**config.mk**
```make
export PLATFORM = sky130hd
export DESIGN_NAME = vga_timing_gen
export DESIGN_NICKNAME = d
export VERILOG_FILES = /design/src/rtl/vga_timing_gen.sv
export SDC_FILE = /design/constraint.sdc
export NUM_CORES = 1
export LEC_CHECK = 0
export CAP_MARGIN = 10
export CORE_MARGIN = 2
export CORE_UTILIZATION = 58
export CTS_BUF_LIST = sky130_fd_sc_hd__clkbuf_4
export CTS_CLUSTER_SIZE = 10
export DETAILED_ROUTE_END_ITERATION = 8
export PLACE_DENSITY = 0.9
export RECOVER_POWER = 100
export SYNTH_ARGS = -nofsm -noshare
export SYNTH_HDL_FRONTEND = slang
export SYNTH_SLANG_ARGS = --single-unit
```
**constraint.sdc**
```tcl
create_clock -name i_Clk -period 3.8 [get_ports i_Clk]
set_clock_uncertainty 0.2 [all_clocks]
set_input_delay 0.76 -clock i_Clk [delete_from_list [all_inputs] [get_ports i_Clk]]
set_output_delay 0.76 -clock i_Clk [all_outputs]
set_load 0.01 [all_outputs]
```
**src/rtl/vga_timing_gen.sv**
```systemverilog
// Parametrised VGA raster timing generator: counters, sync decode, strobes, pixel-clock divider.
// Optional frame counter enabled by defining VGA_FRAME_COUNTER_EN.
module vga_timing_gen #(
  parameter int unsigned H_ACTIVE  = 640,
  parameter int unsigned H_FP      = 16,
  parameter int unsigned H_SYNC    = 96,
  parameter int unsigned H_BP      = 48,
  parameter int unsigned V_ACTIVE  = 480,
  parameter int unsigned V_FP      = 10,
  parameter int unsigned V_SYNC    = 2,
  parameter int unsigned V_BP      = 33,
  parameter bit          HSYNC_POL = 1'b0,
  parameter bit          VSYNC_POL = 1'b0,
  parameter int unsigned CLK_DIV   = 1,
  parameter int unsigned CNT_W     = 10
) (
  input  logic             i_Clk,
  input  logic             i_Rst,
  input  logic             i_Enable,
  output logic             o_HSync,
  output logic             o_VSync,
  output logic             o_Active,
  output logic [CNT_W-1:0] o_Pixel_X,
  output logic [CNT_W-1:0] o_Pixel_Y,
  output logic             o_Pixel_Tick,
  output logic             o_Line_Start,
  output logic             o_Frame_Start,
  output logic [7:0]       o_Frame_Count
);

  localparam int unsigned H_TOTAL = H_ACTIVE + H_FP + H_SYNC + H_BP;
  localparam int unsigned V_TOTAL = V_ACTIVE + V_FP + V_SYNC + V_BP;
  localparam int unsigned DIV_W   = (CLK_DIV > 1) ? $clog2(CLK_DIV) : 1;

  localparam logic [CNT_W-1:0] H_ACT_END  = CNT_W'(H_ACTIVE);
  localparam logic [CNT_W-1:0] H_SYNC_BEG = CNT_W'(H_ACTIVE + H_FP);
  localparam logic [CNT_W-1:0] H_SYNC_END = CNT_W'(H_ACTIVE + H_FP + H_SYNC);
  localparam logic [CNT_W-1:0] H_LAST     = CNT_W'(H_TOTAL - 1);
  localparam logic [CNT_W-1:0] V_ACT_END  = CNT_W'(V_ACTIVE);
  localparam logic [CNT_W-1:0] V_SYNC_BEG = CNT_W'(V_ACTIVE + V_FP);
  localparam logic [CNT_W-1:0] V_SYNC_END = CNT_W'(V_ACTIVE + V_FP + V_SYNC);
  localparam logic [CNT_W-1:0] V_LAST     = CNT_W'(V_TOTAL - 1);
  localparam logic [DIV_W-1:0] DIV_LAST   = DIV_W'(CLK_DIV - 1);

  if (H_TOTAL > (1 << CNT_W)) begin : g_h_range_err
    $error("vga_timing_gen: H_TOTAL-1 does not fit in CNT_W bits");
  end
  if (V_TOTAL > (1 << CNT_W)) begin : g_v_range_err
    $error("vga_timing_gen: V_TOTAL-1 does not fit in CNT_W bits");
  end
  if (CLK_DIV < 1) begin : g_div_err
    $error("vga_timing_gen: CLK_DIV must be at least 1");
  end

  logic [DIV_W-1:0] div;
  logic [CNT_W-1:0] h;
  logic [CNT_W-1:0] v;
  logic             tick;
  logic             h_last;
  logic             v_last;
  logic             active_d;
  logic             hsync_d;
  logic             vsync_d;

  always_comb begin
    tick     = i_Enable && (div == DIV_LAST);
    h_last   = (h == H_LAST);
    v_last   = (v == V_LAST);
    active_d = (h < H_ACT_END) && (v < V_ACT_END);
    hsync_d  = ((h >= H_SYNC_BEG) && (h < H_SYNC_END)) ? HSYNC_POL : ~HSYNC_POL;
    vsync_d  = ((v >= V_SYNC_BEG) && (v < V_SYNC_END)) ? VSYNC_POL : ~VSYNC_POL;
  end

  // Outputs capture the decode of the pixel being consumed; h/v then move on.
  always_ff @(posedge i_Clk) begin
    if (i_Rst) begin
      div           <= '0;
      h             <= '0;
      v             <= '0;
      o_HSync       <= ~HSYNC_POL;
      o_VSync       <= ~VSYNC_POL;
      o_Active      <= 1'b0;
      o_Pixel_X     <= '0;
      o_Pixel_Y     <= '0;
      o_Pixel_Tick  <= 1'b0;
      o_Line_Start  <= 1'b0;
      o_Frame_Start <= 1'b0;
    end else begin
      o_Pixel_Tick  <= 1'b0;
      o_Line_Start  <= 1'b0;
      o_Frame_Start <= 1'b0;
      if (i_Enable) begin
        div <= tick ? '0 : div + DIV_W'(1);
      end
      if (tick) begin
        o_HSync       <= hsync_d;
        o_VSync       <= vsync_d;
        o_Active      <= active_d;
        o_Pixel_X     <= h;
        o_Pixel_Y     <= v;
        o_Pixel_Tick  <= 1'b1;
        o_Line_Start  <= (h == '0);
        o_Frame_Start <= (h == '0) && (v == '0);
        if (h_last) begin
          h <= '0;
          v <= v_last ? '0 : v + CNT_W'(1);
        end else begin
          h <= h + CNT_W'(1);
        end
      end
    end
  end

`ifdef VGA_FRAME_COUNTER_EN
  logic [7:0] frame_cnt;

  always_ff @(posedge i_Clk) begin
    if (i_Rst) begin
      frame_cnt <= '0;
    end else if (tick && h_last && v_last) begin
      frame_cnt <= frame_cnt + 8'd1;
    end
  end

  assign o_Frame_Count = frame_cnt;
`else
  assign o_Frame_Count = '0;
`endif

endmodule

```
==> summary.md <==
| Metric | Value |
|---|---|
| Pin count of the biggest net entering global routing | 36 |
| Vias in the first global route | 1535 |
| Crit-path cells | dlygate4sd3_1 > nand2b_1 > clkbuf_1 > nor4_1 > clkbuf_1 > nand3_1 > a21oi_1 |
| Final setup violation count | 0 |
| Hold Crit Depth | 2 |
| Power Internal | ~0.65 mW |
| Worst Setup SP | i_Enable |
| Number of diodes | 0 |
| PwrDens | about 350 mW/mm2 |
| Initial Utilization | 61.0% |
| Crit path launch type | input port |
| Register-to-Register Path Depth | 5 |
| Routed wire length | 4290 um |
| Total count of hold-check failures in the final report | 0 |
| Hold WS | 0.260 ns |
| Critical path's most frequent cell | sky130_fd_sc_hd__clkbuf_1 |
| Post-CTS Setup Inserts | 0 |
| Die Span X | 63.5 um |
| Setup slack of the worst register-to-register path | 1.15 ns |
| EDFF count, synth | 0 |
| Most frequent cells in the layout | sky130_fd_sc_hd__nand2_1, sky130_fd_sc_hd__dfxtp_1, sky130_fd_sc_hd__a21oi_1, sky130_fd_sc_hd__dlygate4sd3_1, sky130_fd_sc_hd__nor3_1 |
| RSZ-0062 raised after global routing | false |
| Post-DR vias/cell | 5.66 |
| Number of maximum-capacitance constraint violations | 0 |
| CTS sink cnt | 47 |
| Antenna violations before repair | 0 |
| Biggest area consumer among synthesized cells | sky130_fd_sc_hd__dfxtp_1 |
| Total die area | 0.00403 mm2 |
| CTS H-Tree Depth | 2 |
| Leakage | approximately 0.85 nW |
| Overall power of the completed layout | 0.843 mW |
| Class of the tightest hold or removal check | reg2reg |
| DP Wirelength | roughly 2900 um |
| Fill cell count | 274 |
| Total cell area at the placement stage | between 0.002 and 0.0025 mm2 |
| Largest stage delay, worst path | roughly 0.97 ns |
| Origin of the critical flop-to-flop path | h[0] |
| Synth warn | 0 |
| Sequential area share after synthesis | a little under half |
| Util after Layout | a little over two thirds |
| Slew Viols, Final | 0 |
| Synthesis-stage register bit count | 47 |
| Number of placed I/O pins | 37 |
| Number of antenna-violating nets in the routed design | 0 |
| Dominant synthesized flop cell | sky130_fd_sc_hd__dfxtp_1 |
| Cells after Synth | 252 |
| Final weighted congestion of routability-driven global placement | 0.859 |
| Mean instance size in the synthesized netlist | 8.15 um2 |
| Status | completed |
| Number of standard-cell rows in the floorplan | 21 |
| Fraction of power consumed by the clock network | 35.4% |
| Type of the worst setup path | in2reg |
| Maximum buffer depth of the clock tree | 2 |
| Final Cycle Share | 80.9% |
| Total via count in the routed design | 1810 |
| Max rail drop VDD | 0.000162 V |
| Hold_buf cts | 0 |
| Worst-skew pair later-pin latency | between 0.3 and 0.4 ns |
| Core area | 0.00336 mm2 |
| Fmax achieved | 325 MHz |
| Post-route DRC | 0 |
| Layout net count | 280 |
| Power share of the combinational group | roughly 5% |
| Total congestion overflow after global routing | 0 |
| Clk pin slew, worst setup/hold paths | 0.13 ns |
| Synthesized area | 0.00205 mm2 |
| Count of cell types in the netlist | 40 |
| TritonCTS Buffers | 5 |
| Share of final-layout standard cells stronger than drive strength 1 | 4.01% |
| Global-route wire length before repair | 7170 um |
| Largest cells by area after synthesis | sky130_fd_sc_hd__dfxtp_1, sky130_fd_sc_hd__nand2_1, sky130_fd_sc_hd__a21oi_1 |
| Switching power | 0.192 mW |
| Routed len/inst | 13.4 um |
| End point of the worst hold path | o_Pixel_Y[7] |
| Startpoint of the lowest-slack hold path | o_Pixel_Y[7] |
| R2R Path End | v[8] |
| Setup total negative slack | 0 ns |
| Most common cell after layout, fill and taps aside | sky130_fd_sc_hd__nand2_1 |
| Worst-path cell with the longest stage delay | sky130_fd_sc_hd__clkbuf_1 |
| Element type at the critical path end | flop |
| Root buffer cell | sky130_fd_sc_hd__clkbuf_4 |
| Critical-path maximum fanout | 31 |
| Y dimension of the die | 63.5 um |
| Initial DRT Pass Iterations | 4 |
| Sequential Power Share | 59.5% |
| Slew Limit Headroom | 2.09% |
| Synth async-reset ratio | 0% |
| Layout area overhead | 16.0% |
| Initial drt markers | roughly 120 |
| PostCTS Resize Cnt | 0 |
| Worst slew pin tran | 1.47 ns |
| Post-route cell area | 0.00238 mm2 |
| Critical Path RT | about 3.8 ns |
| Worst path arrival time | between 3 and 4 ns |
| GRT Resource Usage Total | 22.8% |
| TritonCTS clock tree | yes |
| Top-area cell type share of the netlist area | 45.8% |
| Switching part of the total | between 20% and 30% |
| Count of port buffers added during placement | 28 |
| Clock period minus final worst setup slack | 3.07 ns |
## worst max path at each step
stage,endpoint,slack (ns)
floorplan,v[6],1.41
global placement,v[8],0.70
detailed placement,v[8],0.66
CTS,v[8],1.02
global route,v[1],0.56
finish,v[1],0.73
## routing by layer
layer	share of wire, %	global-route usage, %
met4	1.5	7.88
met3	4.8	5.89
met2	51	38.4
met5	0	0
met1	43	28.0
## stage by stage
step | std cells | setup WS, ns
floorplan | 259 | 1.41
global route | 320 | 0.559
global placement | 312 | 0.696
finish | 320 | 0.727
CTS | 320 | 1.02
detailed placement | 312 | 0.658
## registers in the layout, summed over array words and instances (netlist names)
register,count
o_Active,1
h,10
o_Pixel_Y,10
v,10
div,1
o_HSync,1
o_Frame_Start,1
o_Pixel_Tick,1
o_VSync,1
o_Pixel_X,10
o_Line_Start,1
## layout make-up
| type | count | area, um2 | share of cell area (%) |
|---|---|---|---|
| Multi-Input combinational cell | 180 | 977 | 41.0 |
| Inverter | 7 | 26.3 | 1.10 |
| Sequential cell | 47 | 941 | 39.5 |
| Clock inverter | 3 | 42.5 | 1.79 |
| Tap cell | 46 | 57.6 | 2.42 |
| Timing Repair Buffer | 32 | 299 | 12.6 |
| Clock buffer | 5 | 37.5 | 1.58 |
## worst max-delay path, delay by kind of cell
kind                   cells  cell delay (ns)
buffers and inverters      3             1.81
and+or+nand+nor            3             0.42
AOI/OAI and AO/OA          1             0.07
## Yosys cell counts, drive strengths merged (4+ instances only)
cell type  instances
nor4               7
buf               13
dfxtp             47
or4                4
or3                6
inv                7
o21ai              5
clkbuf            12
xnor2              6
nor2               8
ha                 4
a21oi             34
nor3              10
nand3              6
nand4              7
nand2             52
## power groups by stage
stage	registers, mW	clock network, mW	logic, mW
floorplan	0.514	0	0.0323
global placement	0.513	0	0.0445
detailed placement	0.513	0	0.0452
CTS	0.502	0.304	0.0452
global route	0.503	0.331	0.0472
finish	0.502	0.299	0.0424
## cells by family (layout without fill, tap and decap cells)
family | Yosys count | after routing | synth area share [%]
and+or+nand+nor | 112 | 112 | 27.2
other | 1 | 8 | 0.183
xor gates and xnor gates | 8 | 8 | 3.41
buffers and inverters | 32 | 47 | 7.86
adders and majority gates | 4 | 4 | 2.44
DFF | 47 | 47 | 45.8
AOI/OAI and AO/OA | 48 | 48 | 13.0
(Power assumes the default switching activity.)
